--- src/rtl/pwm_carrier_multi_pkg.sv ---
// Shared definitions for the multi-channel PWM carrier generator:
// default widths, mode/enable encodings and a mode-normalising helper.
package pwm_carrier_multi_pkg;

    localparam int DIVCLK_WIDTH   = 5;
    localparam int PWMCOUNT_WIDTH = 16;
    localparam int INTCOUNT_WIDTH = 3;

    typedef enum logic [1:0] {
        COUNT_UP     = 2'b00,
        COUNT_DOWN   = 2'b01,
        COUNT_UPDOWN = 2'b10
    } count_mode_t;

    typedef enum logic [1:0] {
        NO_MASK     = 2'b00,
        MIN_MASK    = 2'b01,
        MAX_MASK    = 2'b10,
        MINMAX_MASK = 2'b11
    } mask_mode_t;

    typedef enum logic { CARR_OFF   = 1'b0, CARR_ON   = 1'b1 } carr_onoff_t;
    typedef enum logic { CLKDIV_OFF = 1'b0, CLKDIV_ON = 1'b1 } clkdiv_onoff_t;
    typedef enum logic { INT_OFF    = 1'b0, INT_ON    = 1'b1 } int_onoff_t;

    // The unused encoding 2'b11 counts like COUNT_UP.
    function automatic count_mode_t norm_mode(input logic [1:0] mode);
        case (mode)
            2'b01:   return COUNT_DOWN;
            2'b10:   return COUNT_UPDOWN;
            default: return COUNT_UP;
        endcase
    endfunction

endpackage

--- src/rtl/pwm_carrier_chan.sv ---
// One carrier channel: counter and direction, shadow/active period and mode,
// min/max event generation with masked commit, and interrupt decimation.
module pwm_carrier_chan
    import pwm_carrier_multi_pkg::*;
#(
    parameter int W  = PWMCOUNT_WIDTH,
    parameter int IW = INTCOUNT_WIDTH
) (
    input  logic          clk,
    input  logic          rst_n,
    input  logic          i_tick,
    input  logic          i_carr_on,
    input  logic [1:0]    i_count_mode,
    input  logic [1:0]    i_mask_mode,
    input  logic [W-1:0]  i_period,
    input  logic [W-1:0]  i_init,
    input  logic          i_int_on,
    input  logic [IW-1:0] i_int_count,
    output logic [W-1:0]  o_carr,
    output logic          o_dir,
    output logic          o_min,
    output logic          o_max,
    output logic          o_update,
    output logic          o_int
);

    logic [W-1:0]  r_carr;
    logic          r_dir;
    logic          r_min;
    logic          r_max;
    logic          r_update;
    logic          r_int;
    logic [W-1:0]  r_per_act;
    count_mode_t   r_mode_act;
    logic [IW-1:0] r_int_cnt;
    logic          r_started;

    count_mode_t   w_in_mode;
    mask_mode_t    w_mask;
    logic [W-1:0]  w_held;
    logic          w_held_dir;
    logic [W-1:0]  w_c;
    logic          w_d;
    logic [W-1:0]  w_p;
    count_mode_t   w_mode;
    logic [W-1:0]  w_inc;
    logic [W-1:0]  w_dec;
    logic [W-1:0]  w_next_carr;
    logic          w_next_dir;
    logic          w_ev_min;
    logic          w_ev_max;
    logic          w_upd_ev;
    logic          w_commit_dir;
    logic          w_load_act;

    assign w_in_mode  = norm_mode(i_count_mode);
    assign w_mask     = mask_mode_t'(i_mask_mode);
    assign w_held     = (i_init < i_period) ? i_init : i_period;
    assign w_held_dir = (w_in_mode == COUNT_DOWN);

    // Before the first tick the held value is the starting point. With
    // NO_MASK the commit happens on this very tick ahead of the step, so the
    // shadow values drive the step; otherwise the active ones do.
    assign w_c    = r_started ? r_carr : w_held;
    assign w_d    = r_started ? r_dir  : w_held_dir;
    assign w_p    = (r_started && (w_mask != NO_MASK)) ? r_per_act  : i_period;
    assign w_mode = (r_started && (w_mask != NO_MASK)) ? r_mode_act : w_in_mode;
    assign w_inc  = w_c + 1'b1;
    assign w_dec  = w_c - 1'b1;

    // Next count, direction and min/max events for one tick.
    always_comb begin
        // NOTE: every always_comb output gets a default first so no path
        // leaves it unassigned, which would otherwise infer a latch.
        w_next_carr = w_c;
        w_next_dir  = w_d;
        w_ev_min    = 1'b0;
        w_ev_max    = 1'b0;
        if (w_p == '0) begin
            w_next_carr = '0;
            w_next_dir  = (w_mode == COUNT_DOWN);
            w_ev_min    = 1'b1;
            w_ev_max    = 1'b1;
        end else begin
            case (w_mode)
                COUNT_DOWN: begin
                    w_next_dir = 1'b1;
                    if (w_c == '0 || w_c > w_p) begin
                        w_next_carr = w_p;
                        w_ev_max    = 1'b1;
                    end else begin
                        w_next_carr = w_dec;
                        w_ev_min    = (w_dec == '0);
                    end
                end
                COUNT_UPDOWN: begin
                    if (w_c > w_p) begin
                        w_next_carr = '0;
                        w_next_dir  = 1'b0;
                        w_ev_min    = 1'b1;
                    end else if (!w_d) begin
                        if (w_c == w_p) begin
                            w_next_carr = w_dec;
                            w_next_dir  = 1'b1;
                        end else begin
                            w_next_carr = w_inc;
                            w_ev_max    = (w_inc == w_p);
                            w_next_dir  = (w_inc == w_p);
                        end
                    end else begin
                        if (w_c == '0) begin
                            w_next_carr = w_inc;
                            w_next_dir  = 1'b0;
                        end else begin
                            w_next_carr = w_dec;
                            w_ev_min    = (w_dec == '0);
                            w_next_dir  = (w_dec != '0);
                        end
                    end
                end
                default: begin
                    w_next_dir = 1'b0;
                    if (w_c >= w_p) begin
                        w_next_carr = '0;
                        w_ev_min    = 1'b1;
                    end else begin
                        w_next_carr = w_inc;
                        w_ev_max    = (w_inc == w_p);
                    end
                end
            endcase
        end
    end

    // Update event selection by mask mode.
    always_comb begin
        w_upd_ev = 1'b0;
        case (w_mask)
            NO_MASK:     w_upd_ev = 1'b1;
            MIN_MASK:    w_upd_ev = w_ev_min;
            MAX_MASK:    w_upd_ev = w_ev_max;
            MINMAX_MASK: w_upd_ev = w_ev_min | w_ev_max;
            default:     w_upd_ev = 1'b0;
        endcase
    end

    // A committed fixed-direction mode pins o_dir; UPDOWN restarts upward at 0.
    assign w_commit_dir = (w_in_mode == COUNT_DOWN)   ? 1'b1 :
                          (w_in_mode == COUNT_UPDOWN) ? ((w_next_carr == '0) ? 1'b0 : w_next_dir) :
                          1'b0;
    assign w_load_act   = !r_started || w_upd_ev;

    // Counter, direction, active registers and event strobes.
    always_ff @(posedge clk or negedge rst_n) begin
        // NOTE: state registers use non-blocking assignments so every
        // register samples pre-edge values regardless of statement order.
        if (!rst_n) begin
            r_carr     <= '0;
            r_dir      <= 1'b0;
            r_min      <= 1'b0;
            r_max      <= 1'b0;
            r_update   <= 1'b0;
            r_per_act  <= '0;
            r_mode_act <= COUNT_UP;
            r_started  <= 1'b0;
        end else if (i_carr_on == CARR_OFF) begin
            r_carr     <= w_held;
            r_dir      <= w_held_dir;
            r_min      <= 1'b0;
            r_max      <= 1'b0;
            r_update   <= 1'b0;
            r_per_act  <= i_period;
            r_mode_act <= w_in_mode;
            r_started  <= 1'b0;
        end else if (i_tick) begin
            r_carr    <= w_next_carr;
            r_dir     <= w_upd_ev ? w_commit_dir : w_next_dir;
            r_min     <= w_ev_min;
            r_max     <= w_ev_max;
            r_update  <= w_upd_ev;
            r_started <= 1'b1;
            if (w_load_act) begin
                r_per_act  <= i_period;
                r_mode_act <= w_in_mode;
            end
        end else begin
            r_min    <= 1'b0;
            r_max    <= 1'b0;
            r_update <= 1'b0;
            if (!r_started) begin
                r_carr     <= w_held;
                r_dir      <= w_held_dir;
                r_per_act  <= i_period;
                r_mode_act <= w_in_mode;
            end
        end
    end

    // Interrupt decimator: one o_int per i_int_count+1 commits.
    always_ff @(posedge clk or negedge rst_n) begin
        if (!rst_n) begin
            r_int_cnt <= '0;
            r_int     <= 1'b0;
        end else if (i_carr_on == CARR_OFF || i_int_on == INT_OFF) begin
            r_int_cnt <= '0;
            r_int     <= 1'b0;
        end else if (i_tick && w_upd_ev) begin
            if (r_int_cnt == i_int_count) begin
                r_int_cnt <= '0;
                r_int     <= 1'b1;
            end else begin
                r_int_cnt <= r_int_cnt + 1'b1;
                r_int     <= 1'b0;
            end
        end else begin
            r_int <= 1'b0;
        end
    end

    assign o_carr   = r_carr;
    assign o_dir    = r_dir;
    assign o_min    = r_min;
    assign o_max    = r_max;
    assign o_update = r_update;
    assign o_int    = r_int;

endmodule

--- src/rtl/pwm_carrier_multi.sv ---
// Multi-channel PWM carrier generator: a shared clock divider produces the
// tick that advances N_CARR independent carrier channels.
module pwm_carrier_multi #(
    parameter int N_CARR         = 4,
    parameter int PWMCOUNT_WIDTH = pwm_carrier_multi_pkg::PWMCOUNT_WIDTH,
    parameter int DIVCLK_WIDTH   = pwm_carrier_multi_pkg::DIVCLK_WIDTH,
    parameter int INTCOUNT_WIDTH = pwm_carrier_multi_pkg::INTCOUNT_WIDTH
) (
    input  logic                               clk,
    input  logic                               rst_n,
    input  logic                               i_clkdiv_on,
    input  logic [DIVCLK_WIDTH-1:0]            i_clkdiv,
    input  logic [N_CARR-1:0]                  i_carr_on,
    input  logic [N_CARR*2-1:0]                i_count_mode,
    input  logic [N_CARR*2-1:0]                i_mask_mode,
    input  logic [N_CARR*PWMCOUNT_WIDTH-1:0]   i_period,
    input  logic [N_CARR*PWMCOUNT_WIDTH-1:0]   i_init,
    input  logic [N_CARR-1:0]                  i_int_on,
    input  logic [INTCOUNT_WIDTH-1:0]          i_int_count,
    output logic [N_CARR*PWMCOUNT_WIDTH-1:0]   o_carr,
    output logic [N_CARR-1:0]                  o_dir,
    output logic [N_CARR-1:0]                  o_min,
    output logic [N_CARR-1:0]                  o_max,
    output logic [N_CARR-1:0]                  o_update,
    output logic [N_CARR-1:0]                  o_int
);

    localparam int W = PWMCOUNT_WIDTH;

    logic [DIVCLK_WIDTH-1:0] r_div_cnt;
    logic                    w_tick;

    assign w_tick = (i_clkdiv_on == pwm_carrier_multi_pkg::CLKDIV_OFF) ||
                    (r_div_cnt == i_clkdiv);

    // Divider counts 0..i_clkdiv and wraps on the tick; held at 0 when off.
    always_ff @(posedge clk or negedge rst_n) begin
        if (!rst_n) begin
            r_div_cnt <= '0;
        end else if (w_tick) begin
            r_div_cnt <= '0;
        end else begin
            r_div_cnt <= r_div_cnt + 1'b1;
        end
    end

    for (genvar g = 0; g < N_CARR; g++) begin : g_chan
        pwm_carrier_chan #(
            .W  (W),
            .IW (INTCOUNT_WIDTH)
        ) u_chan (
            .clk          (clk),
            .rst_n        (rst_n),
            .i_tick       (w_tick),
            .i_carr_on    (i_carr_on[g]),
            .i_count_mode (i_count_mode[g*2 +: 2]),
            .i_mask_mode  (i_mask_mode[g*2 +: 2]),
            .i_period     (i_period[g*W +: W]),
            .i_init       (i_init[g*W +: W]),
            .i_int_on     (i_int_on[g]),
            .i_int_count  (i_int_count),
            .o_carr       (o_carr[g*W +: W]),
            .o_dir        (o_dir[g]),
            .o_min        (o_min[g]),
            .o_max        (o_max[g]),
            .o_update     (o_update[g]),
            .o_int        (o_int[g])
        );
    end

endmodule

--- config.mk ---
export PLATFORM = sky130hd
export DESIGN_NAME = pwm_carrier_multi
export DESIGN_NICKNAME = d
export VERILOG_FILES = /design/src/rtl/pwm_carrier_multi_pkg.sv /design/src/rtl/pwm_carrier_chan.sv /design/src/rtl/pwm_carrier_multi.sv
export SDC_FILE = /design/constraint.sdc
export NUM_CORES = 1
export LEC_CHECK = 0
export ABC_CLOCK_PERIOD_IN_PS = 7800
export BUFFER_PORTS_ARGS = -buffer_cell sky130_fd_sc_hd__buf_2
export CORE_ASPECT_RATIO = 1.75
export CORE_MARGIN = 2
export CORE_UTILIZATION = 30
export CTS_CLUSTER_DIAMETER = 60
export DETAILED_ROUTE_END_ITERATION = 8
export GPL_ROUTABILITY_DRIVEN = 0
export PLACE_DENSITY = 0.52
export SKIP_LAST_GASP = 1
export SYNTH_ARGS = -nofsm -noshare
export SYNTH_HDL_FRONTEND = slang
export SYNTH_SLANG_ARGS = --single-unit
--- constraint.sdc ---
create_clock -name clk -period 7.8 [get_ports clk]
set_input_delay 1.17 -clock clk [delete_from_list [all_inputs] [get_ports clk]]
set_output_delay 1.17 -clock clk [all_outputs]
set_load 0.05 [all_outputs]
; ---- Word-level counts from Yosys, hierarchy flattened
; Index checks and enable logic that the tools add are counted.
[classes]
n_addsub = 13
magnitude_cmp = 12
n_eq_ne = 61
muxes = 258
bitwise_logic = 13
reduce_logical = 61
[ops]
columns = op, count
row1 = $mux 16, 64
row2 = $logic_not 16->1, 16
row3 = $mux 1, 137
row4 = $eq 16x16->1, 8
row5 = $pmux 16 s2, 4
row6 = $add 16x1->16 const B, 4
row7 = $ge 16x16->1, 4
row8 = $gt 16x16->1, 4
row9 = $lt 16x16->1, 4
row10 = $reduce_bool 16->1, 4
row11 = $sub 16x1->16 const B, 4
row12 = $eq 2x2->1 const B, 20
row13 = $mux 2, 20
row14 = $mux 3, 12
row15 = $eq 2x1->1 const B, 16
row16 = $pmux 1 s2, 12
row17 = $pmux 1 s4, 4
row18 = $pmux 2 s2, 4
row19 = $reduce_bool 2->1, 8
row20 = $logic_or 1x1->1, 13
row21 = $add 3x1->3 const B, 4
row22 = $eq 3x3->1, 4
row23 = $ne 3x2->1 const B, 4
row24 = $ne 3x3->1 const B, 4
row25 = 10 further kinds, 40
[word_totals]
register_bits = 177
inputBits = 163
wordCells = 459

; ---- Depth between registers and ports, before layout
; Gate-level depths: netlist (run 1).
[depth]
word_depth = 16
depth_mapped = 32
depth_no_buf = 26

; ---- Cells and area by module
; From an unflattened synthesis (run 1), not the netlist that was laid out.
[unflattened]
cells_unflattened = 3200
hier_area_um2 = 24980.2
[modules_own_cells]
columns = mod, n_inst, cells_per_inst, area_each_um2, seq_area_each_um2
row1 = pwm_carrier_chan at g_chan[1].u_chan ..., 2, 798, 6125.9, 1076.0
row2 = pwm_carrier_chan at g_chan[3].u_chan, 1, 799, 6387.4, 1076.0
row3 = pwm_carrier_chan at g_chan[0].u_chan, 1, 778, 6070.8, 1076.0
row4 = pwm_carrier_multi, 1, 27, 270.3, 125.1

; ---- Worst setup path before layout (run 1)
; OpenSTA, ideal clock, no wires.
[synth_path]
path_kind = input -> register
startpoint = input port i_period[63]
endpoint = register g_chan[3].u_chan.r_per_act[11]
t_arrival_ns = 7.044
slack_ns = 0.628
cell_stages = 32
path_buffers = 6
cell_sequence = inv_1 ha_1 nand4_2 or4_1 o32ai_2 a211oi_4 buf_6 buf_4 clkbuf_1 mux2i_1 nand2_1 o21ai_0 inv_1 ha_1 nand3_1 o22ai_1 nor2_1 o211ai_1 o41ai_1 nor2_1 a31o_2 clkbuf_1 nand2_1 o21bai_1 nand2_1 o31ai_1 a311oi_1 or2_1 buf_4 nand3_4 buf_4 mux2_1
[synth_between]
elab_chain_len = 15
[synth_rtl]
columns = item, line_no
row1 = start: declaration, pwm_carrier_multi.sv:16  ; input logic [N_CARR*PWMCOUNT_WIDTH-1:0] i_period,
row2 = $lt 16x16->1, pwm_carrier_chan.sv:58  ; assign w_held = (i_init < i_period) ? i_init : i_period;
row3 = $mux 16, pwm_carrier_chan.sv:58
row4 = $mux 16, n/a
row5 = $add 16x1->16 or $sub 16x1->16 (tied branches), "pwm_carrier_chan.sv:68, pwm_carrier_chan.sv:69"
row6 = $eq 16x16->1 or $logic_not 16->1 (tied branches), n/a
row7 = "$mux 1, on equally long branches", "pwm_carrier_chan.sv:102, pwm_carrier_chan.sv:111"
row8 = $mux 1, pwm_carrier_chan.sv:101  ; end else if (!w_d) begin
row9 = $mux 1, pwm_carrier_chan.sv:97  ; if (w_c > w_p) begin
row10 = $pmux 1 s2, pwm_carrier_chan.sv:85  ; case (w_mode)
row11 = $mux 1, pwm_carrier_chan.sv:79  ; if (w_p == '0) begin
row12 = $or 1x1->1, pwm_carrier_chan.sv:142  ; MINMAX_MASK: w_upd_ev = w_ev_min | w_ev_max;
row13 = $pmux 1 s4 (*), pwm_carrier_chan.sv:138  ; case (w_mask)
row14 = $logic_or 1x1->1 (*), pwm_carrier_chan.sv:151  ; assign w_load_act = !r_started || w_upd_ev;
row15 = $ne 3x2->1 (no line) (*), n/a
row16 = $reduce_and 2->1 (no line) (*), n/a
row17 = end signal: assignment, pwm_carrier_chan.sv:172  ; r_per_act <= i_period;
row18 = end signal: assignment, pwm_carrier_chan.sv:183  ; r_per_act <= i_period;
row19 = end signal: assignment, pwm_carrier_chan.sv:193  ; r_per_act <= i_period;
row20 = end: declaration, pwm_carrier_chan.sv:33  ; logic [W-1:0] r_per_act;
; Every way passes the cells marked *; elsewhere a longest branch is shown, timed or not.
; A chain may end at the register's enable or synchronous reset.

; ---- Final worst setup path (run 1)
[layout_path]
startpoint = input port i_period[47]
endpoint = register g_chan[2].u_chan.r_dir
[layout_between]
elab_chain_len = 16
[layout_rtl]
columns = item, line_no
row1 = $lt 16x16->1, pwm_carrier_chan.sv:58
row2 = $mux 16, pwm_carrier_chan.sv:58
row3 = $mux 16, n/a
row4 = "$add 16x1->16, or another cell as far along", pwm_carrier_chan.sv:68  ; assign w_inc = w_c + 1'b1;
row5 = "$eq 16x16->1, or another cell as far along", "pwm_carrier_chan.sv:107, pwm_carrier_chan.sv:108, pwm_carrier_chan.sv:128"
row6 = "$mux 1, or another cell as far along", pwm_carrier_chan.sv:102  ; if (w_c == w_p) begin
row7 = $mux 1 or $mux 16 (tied branches), "pwm_carrier_chan.sv:101, pwm_carrier_chan.sv:97"
row8 = $mux 1 or $pmux 16 s2 (tied branches), "pwm_carrier_chan.sv:97, pwm_carrier_chan.sv:85"
row9 = $pmux 1 s2 or $mux 16 (tied branches), "pwm_carrier_chan.sv:85, pwm_carrier_chan.sv:79"
row10 = $mux 1 or $logic_not 16->1 (tied branches), "pwm_carrier_chan.sv:79, pwm_carrier_chan.sv:149"
row11 = $mux 1 (2 in series), pwm_carrier_chan.sv:149  ; (w_in_mode == COUNT_UPDOWN) ? ((w_next_carr == '0) ? 1'b0 : w_next_dir) :
row12 = $mux 1, pwm_carrier_chan.sv:148  ; assign w_commit_dir = (w_in_mode == COUNT_DOWN) ? 1'b1 :
row13 = $mux 1 (*), pwm_carrier_chan.sv:177  ; r_dir <= w_upd_ev ? w_commit_dir : w_next_dir;
row14 = $mux 1 (*), pwm_carrier_chan.sv:175  ; end else if (i_tick) begin
row15 = $mux 1 (*), pwm_carrier_chan.sv:166  ; end else if (i_carr_on == CARR_OFF) begin
row16 = end signal: assignment, pwm_carrier_chan.sv:168  ; r_dir <= w_held_dir;
row17 = end signal: assignment, pwm_carrier_chan.sv:177
row18 = end signal: assignment, pwm_carrier_chan.sv:192  ; r_dir <= w_held_dir;
row19 = end: declaration, pwm_carrier_chan.sv:28  ; logic r_dir;
; Marks and branches as above.

==> impl_metrics.yaml, run 1 <==
clocking:
  clock_insertion_delay_worst_skew_ps: 550
  cts.reportedPaths.clkPinSlew_ps: 80
  post_cts.resized_instances: 0
  cts.repair_timing.setup_buffer_count: 0
  post_cts_hold_buffer_count: 0
  cts_max_path_buffers: 2
  numClockSinks: 177
  clock_tree_root_buffer_cell: "clkbuf_16"
  tritoncts: "built"
  cts.htree.levels: 4
  cts-buffers-inserted: 17
synth:
  synth_compound_area_frac: 0.265
  synth_ff_type: "dfrtp_1"
  netlist_area_um2: 23800
  syn_area_per_cell_um2: 7.48
  share_of_synthesized_area_spent_on_multiplexers: 0.0922
  synth_xor_area_frac: 0.0700
  synth-adder-area-share: 0.0781
  netlist_instances: 3187
  post_synth_cell_types: 120
  yosysWarningCount: 0
  combinational_family_with_the_most_area_after_synthesis: "compound AO/OA/AOI/OAI gates"
  synth-edff-count: 0
  synthesized_net_count: 3497
  yosys_register_bits: 177
  ys_async_sr_fraction: 1.00
  synth-simple-area-share: 0.245
  synth-seq-area-share: 0.186
finish:
  flow.area_growth_from_synthesis_pct: 19.3
  layout.cell_area.non_filler_um2: 28400
  nNetsFinal: 3870
  ratio_of_cells_with_drive_above_1_in_the_final_layout: 0.213
  layout.cells.non_filler: 4613
  filler_cell_count: 8523
route:
  wl_per_cell_um: 26.2
  postRouteWirelength_mm: 121
  ant_nets: 0
  drtIter0Drc: 2364
  route.detailed.vias_per_inst: 6.00
  post-route-drc-count: 0
  detail_route.first_pass.iterations: 6
  vias: 27700
worst_setup_path:
  cp_endpoint: "g_chan[2].u_chan.o_dir"
  path_buf_inv: 5
  worst_r2r_startpoint: "g_chan[0].u_chan.r_started"
  slowest_delay_ps: 720
  critical_path.top_delay_family: "compound AO/OA/AOI/OAI gates"
  cp_num_cells: 25
  crit_path_start: "i_period[47]"
  type_of_the_worst_setup_path: "in2reg"
  crit_slowest_cell: "o22ai_1"
  worst-r2r-cell-count: 15
  worstPathMaxFanout: 7
  crit_arrival_ps: 8000
  critPathRequiredTime_ps: 8240
  worst_setup_path_start_kind: "primary input"
  timing.rr.end: "g_chan[0].u_chan.o_dir"
  critical_path.endpoint_type: "flip-flop"
  r2r_slack_ps: 1180
floorplan:
  die_width_um: 217
  rows: 136
  core-area_um2: 78600
  die_height_um: 377
  overall_die_area_um2: 81800
  io_pins: 247
  initial_utilization: 0.303
global_route:
  grt_pass1_vias: 27500
  grt.overflow.total: 0
  grt_usage: 0.294
  grt_max_degree: 115
  first_pass_grt_wire_length_mm: 178
  grt_antenna_before_repair: 8
power:
  p_leak_uw: 0.0123
  power_density_normalized_to_cell_area_nw_per_um2: 199
  max-vdd-ir-drop_uv: 151
job:
  timing.max_cap.violations: 0
timing:
  fin_skew_ps: 13.3
  fmaxAchievable_mhz: 132
  report.final.slew_viol_count: 0
  tightestPinTransition_ps: 1340
  slew_hr: 0.0838
  setup_repair_after_global_routing_missed_its_margin: "false"
  post_route_fraction_of_the_period_consumed_by_the_critical_path: 0.969
  final-setup-viol-count: 0
  timing.final.hold_violations: 0
  layout_setup_ws_ps: 242
  fin_crit_ps: 7560
place:
  numPlacedInstances: 4575
  portBuffers: 246
  placed_cell_area_um2: 27800
  preCtsSetupSlack_ps: -9.88
  hpwl_mm: 94.7
min_path:
  worstHoldPathType: "reg2reg"
  holdPathStages: 1
run_status:
  run_status: "completed"
==> routing by layer <==
metal | GRT usage | vias to the layer above | part of all wire | wire (um)
met5 | 0 | - | 0.00050 | 61
met4 | 0.219 | 10 | 0.087 | 10500
met3 | 0.0631 | 505 | 0.067 | 8090
met2 | 0.523 | 1386 | 0.50 | 60000
met1 | 0.300 | 13200 | 0.35 | 42400
li1 | - | 12500 | - | -
==> cells by family (layout without fill, tap and decap cells) <==
family,after synthesis,in the layout
AOI/OAI and AO/OA,931,931
xor gates and xnor gates,176,176
adders and majority gates,149,149
buffers and inverters,353,739
DFF,177,177
muxes,202,202
other,0,5
and+or+nand+nor,1199,1199
==> sequential cells by signal, indices dropped and copies added (netlist names) <==
signal                    cells
g_chan.u_chan.o_carr         64
g_chan.u_chan.r_per_act      64
g_chan.u_chan.r_int_cnt      12
g_chan.u_chan.r_mode_act      8
r_div_cnt                     5
g_chan.u_chan.o_dir           4
g_chan.u_chan.o_int           4
g_chan.u_chan.o_max           4
g_chan.u_chan.o_min           4
g_chan.u_chan.o_update        4
g_chan.u_chan.r_started       4
==> worst register-to-register path, stage by stage (launching register included) <==
cell and delay [ps]:
dfrtp_2 360, buf_4 520, inv_1 590, a2111oi_0 1250, a22oi_1 270, or4_1 650
or4_1 600, o22ai_1 330, buf_4 240, o22ai_1 120, a221oi_1 370, buf_4 190
nand4_1 150, nor3_1 330, a31oi_1 130, or4_1 420
==> report_power, final <==
part           total (uW)  internal (uW)  switching, uW
Clock                1000            492            509
Combinational        3520           1260           2260
Sequential           1140           1020            117
Total                5660           2770           2890
==> cells in the mapped netlist, drive strengths merged, types with 10 or more instances <==
cell type | n | area share
mux2i | 101 | 0.043
nand4 | 56 | 0.015
or2 | 19 | 0.0050
a211oi | 49 | 0.017
o21ai | 190 | 0.041
xnor2 | 115 | 0.042
o311ai | 13 | 0.0054
and2 | 17 | 0.0045
a31o | 10 | 0.0037
o31a | 10 | 0.0037
o211ai | 51 | 0.017
mux2 | 101 | 0.049
o22ai | 27 | 0.0071
a21oi | 241 | 0.051
nor4 | 45 | 0.013
a22oi | 11 | 0.0035
clkbuf | 119 | 0.019
or3 | 32 | 0.0084
o21a | 27 | 0.0085
inv | 159 | 0.025
nand2b | 46 | 0.012
nor3 | 89 | 0.019
o2111ai | 27 | 0.0099
a31oi | 41 | 0.011
nor2 | 351 | 0.055
nor2b | 33 | 0.0087
ha | 147 | 0.077
a221oi | 11 | 0.0043
nand3 | 93 | 0.020
dfrtp | 177 | 0.19
buf | 67 | 0.019
a21boi | 13 | 0.0044
o221ai | 26 | 0.0098
a21o | 31 | 0.0098
or4 | 20 | 0.0063
a2111oi | 18 | 0.0075
and3 | 27 | 0.0073
nand2 | 317 | 0.050
xor2 | 52 | 0.019
o31ai | 41 | 0.013
and4 | 10 | 0.0037
==> cell usage in the layout, fill, tap and decap left out, types with 20 or more instances in the layout <==
master       n
xnor2_1    115
a211oi_1    45
ha_1       147
a21o_1      31
mux2i_1     99
a21oi_1    237
nor2b_1     33
o22ai_1     27
o31ai_1     40
or4_1       20
a31oi_1     41
o211ai_1    47
nor2_1     350
nand4_1     55
nor4_1      41
buf_4      287
o2111ai_1   27
o221ai_1    25
buf_2      245
o21ai_0    183
mux2_2      85
xor2_1      52
nand3_1     91
nor3_1      87
nand2b_1    46
inv_1      157
and3_1      26
dfrtp_1    174
o21a_1      27
or3_1       32
nand2_1    316
==> final cells by class <==
class	count	area (um^2)	area share
Timing Repair Buffer	540	3540	0.124
Multi-Input combinational cell	2657	17900	0.630
Inverter	167	629	0.0221
Clock buffer	18	439	0.0154
Sequential cell	177	4430	0.156
Antenna cell	5	12.5	0.000440
Clock inverter	14	174	0.00612
Tap cell	1035	1290	0.0455
==> worst min path at each step <==
stage,from,end,slack (ps)
floorplan,g_chan[1].u_chan.r_per_act[14],g_chan[1].u_chan.r_per_act[14],460
global placement,g_chan[3].u_chan.r_per_act[9],g_chan[3].u_chan.r_per_act[9],470
detailed placement,g_chan[3].u_chan.r_per_act[9],g_chan[3].u_chan.r_per_act[9],470
CTS,g_chan[3].u_chan.r_per_act[9],g_chan[3].u_chan.r_per_act[9],490
global route,g_chan[0].u_chan.r_per_act[15],g_chan[0].u_chan.r_per_act[15],530
finish,g_chan[3].u_chan.r_per_act[9],g_chan[3].u_chan.r_per_act[9],490
==> stage by stage <==
step                total power, uW  utilization  setup TNS, ps  hold slack [ps]
finish                         5660        0.362              0              494
global route                   5950        0.362              0              525
CTS                            5580        0.361              0              494
detailed placement             4540        0.353          -9.88              475
global placement               4550        0.353          -32.8              472
floorplan                      3180            -              0              458
Note: power is estimated with default switching activity, not from simulation.
==> inputs of run 2 (changes only) <==
SYNTH_HIERARCHICAL = 1   (was default)
==> run 2 against run 1 <==
Clock power is essentially flat. Sequential power is essentially flat. Critical path depth grew 2. Critical path type unchanged. Largest power group unchanged. Clock skew grew 18 ps. Sequential share of layout area shrank 0.30 points. Highest routed layer unchanged. Combinational power shrank 1%. Maximum frequency grew 0.52%. Largest cell class unchanged. Register-to-register slack gained 30 ps.
==> impl_metrics.yaml, run 2 <==
power:
  power_density_normalized_to_cell_area_nw_per_um2: 192
  max-vdd-ir-drop_uv: 158
  p_leak_uw: 0.0125
clocking:
  cts-buffers-inserted: 17
  post_cts_hold_buffer_count: 0
  cts.htree.levels: 4
  tritoncts: "built"
  clock_tree_root_buffer_cell: "clkbuf_16"
  cts.repair_timing.setup_buffer_count: 0
  clock_insertion_delay_worst_skew_ps: 550
  numClockSinks: 177
  cts.reportedPaths.clkPinSlew_ps: 80
  cts_max_path_buffers: 2
  post_cts.resized_instances: 0
synth:
  share_of_synthesized_area_spent_on_multiplexers: 0.0831
  synth-edff-count: 0
  yosysMostFrequentCell: "nor2_1"
  ys_async_sr_fraction: 1.00
  synth.largest_area_cell: "dfrtp_1"
  synth-adder-area-share: 0.0736
  syn_area_per_cell_um2: 7.81
  synth_compound_area_frac: 0.288
  synth_top_cells_by_area: "dfrtp_1 (18%), ha_1 (7.4%), xnor2_1 (4.6%), nor2_1 (4.5%), nand2_1 (4.4%)"
  post_synth_cell_types: 135
  synth_ff_type: "dfrtp_1"
  combinational_family_with_the_most_area_after_synthesis: "compound AO/OA/AOI/OAI gates"
  yosysWarningCount: 6
  yosys_register_bits: 177
  netlist_instances: 3200
  netlist_area_um2: 25000
  synthesized_net_count: 3510
  synth-seq-area-share: 0.177
  synth_xor_area_frac: 0.0678
  synth_top_area_share: 0.177
  synth-simple-area-share: 0.251
  synth_cell_count_leaders: "nor2_1 (302), nand2_1 (294), a21oi_1 (212)"
route:
  post-route-drc-count: 0
  ant_nets: 0
  route.detailed.vias_per_inst: 6.13
  detail_route.first_pass.iterations: 8
  drtIter0Drc: 2530
  postRouteWirelength_mm: 123
  wl_per_cell_um: 26.7
  vias: 28100
job:
  timing.max_cap.violations: 0
global_route:
  grt_max_degree: 121
  grt_usage: 0.281
  grt.overflow.total: 0
  grt_pass1_vias: 28000
  first_pass_grt_wire_length_mm: 181
  grt_antenna_before_repair: 9
timing:
  fmaxAchievable_mhz: 133
  setup_repair_after_global_routing_missed_its_margin: "false"
  final-setup-viol-count: 0
  fin_crit_ps: 7520
  report.final.slew_viol_count: 0
  post_route_setup_tns_ps: 0
  tightestPinTransition_ps: 1360
  post_route_fraction_of_the_period_consumed_by_the_critical_path: 0.964
  fin_skew_ps: 31.4
  slew_hr: 0.0800
  timing.final.hold_violations: 0
floorplan:
  initial_utilization: 0.301
  core-area_um2: 82900
  die_height_um: 386
  io_pins: 247
  die_width_um: 222
  rows: 140
  overall_die_area_um2: 85700
worst_setup_path:
  cp_common_cell: "buf_4"
  type_of_the_worst_setup_path: "in2reg"
  crit_arrival_ps: 7930
  slowest_delay_ps: 670
  worstPathMaxFanout: 20
  critical_path.endpoint_type: "flip-flop"
  critical_path.top_delay_family: "simple AND/OR/NAND/NOR gates"
  crit_slowest_cell: "nor4_1"
  worst_setup_path_start_kind: "primary input"
  path_buf_inv: 7
  critPathRequiredTime_ps: 8210
finish:
  flow.area_growth_from_synthesis_pct: 16.1
  nNetsFinal: 3814
  most_common_library_cell_in_the_layout_ignoring_fill_and_taps: "nor2_1"
  most_used_cells_in_the_layout_excluding_fill_and_tap_cells: "nor2_1 (300), nand2_1 (294), buf_2 (245), a21oi_1 (212), buf_4 (201)"
  ratio_of_cells_with_drive_above_1_in_the_final_layout: 0.204
  finalCoreUtilization: 0.350
min_path:
  worstHoldPathType: "reg2reg"
place:
  portBuffers: 246
  hpwl_mm: 96.1
run_status:
  run_status: "completed"
-- run 2: worst paths after layout --
kind	slack (ps)	end	cells past startpoint	from
max	280	g_chan[2].u_chan/o_dir	27	i_period[43]
min	510	r_div_cnt[0]	1	r_div_cnt[0]
max reg2reg	1210	g_chan[2].u_chan/o_dir	22	g_chan[2].u_chan/r_started
min reg2reg	510	r_div_cnt[0]	1	r_div_cnt[0]
max in group asynchronous	5720	g_chan[1].u_chan/r_started	2	rst_n
min in group asynchronous	560	g_chan[0].u_chan/r_per_act[5]	1	rst_n
-- run 2: through the flow --
stage	hold slack, ps	instances	area (um^2)	setup slack, ps	power [uW]
after floorplan	474	3200	25000	630	3240
after global routing	522	4582	29000	104	5840
after global placement	487	4550	28400	53.1	4480
after detailed placement	494	4550	28400	47.4	4480
final	510	4584	29000	281	5560
after CTS	512	4582	29000	602	5490
-- run 2: cells by family (layout without fill, tap and decap cells) --
| group | after synthesis | after routing |
|---|---|---|
| compound gates | 980 | 980 |
| xor+xnor | 176 | 176 |
| fa+ha+maj | 147 | 147 |
| buf+inv | 346 | 663 |
| flops | 177 | 177 |
| mux | 181 | 181 |
| other cells | 0 | 2 |
| simple gates | 1193 | 1193 |
-- run 2: routing by layer --
metal	vias to the layer above	routed length [um]	global-route usage
li1	12700	-	-
met1	13400	43300	0.296
met2	1519	61100	0.504
met3	493	8390	0.0508
met4	10	9730	0.203
met5	-	59	0
-- run 2: power by group --
group | leakage [uW] | switching, uW | total [uW] | internal (uW)
sequential | 0.00216 | 113 | 1130 | 1020
combinational | 0.0100 | 2270 | 3470 | 1190
clock | 0.000296 | 478 | 965 | 487
-- run 2: cell type report --
cell class / instances / area, um^2
Tap cell: 1065 / 1330
Timing Repair Buffer: 453 / 2870
Clock buffer: 19 / 443
Sequential cell: 177 / 4430
Multi-Input combinational cell: 2677 / 19100
Clock inverter: 13 / 150
Inverter: 178 / 673
Antenna cell: 2 / 5.00
Fill cell: 8877 / 53900
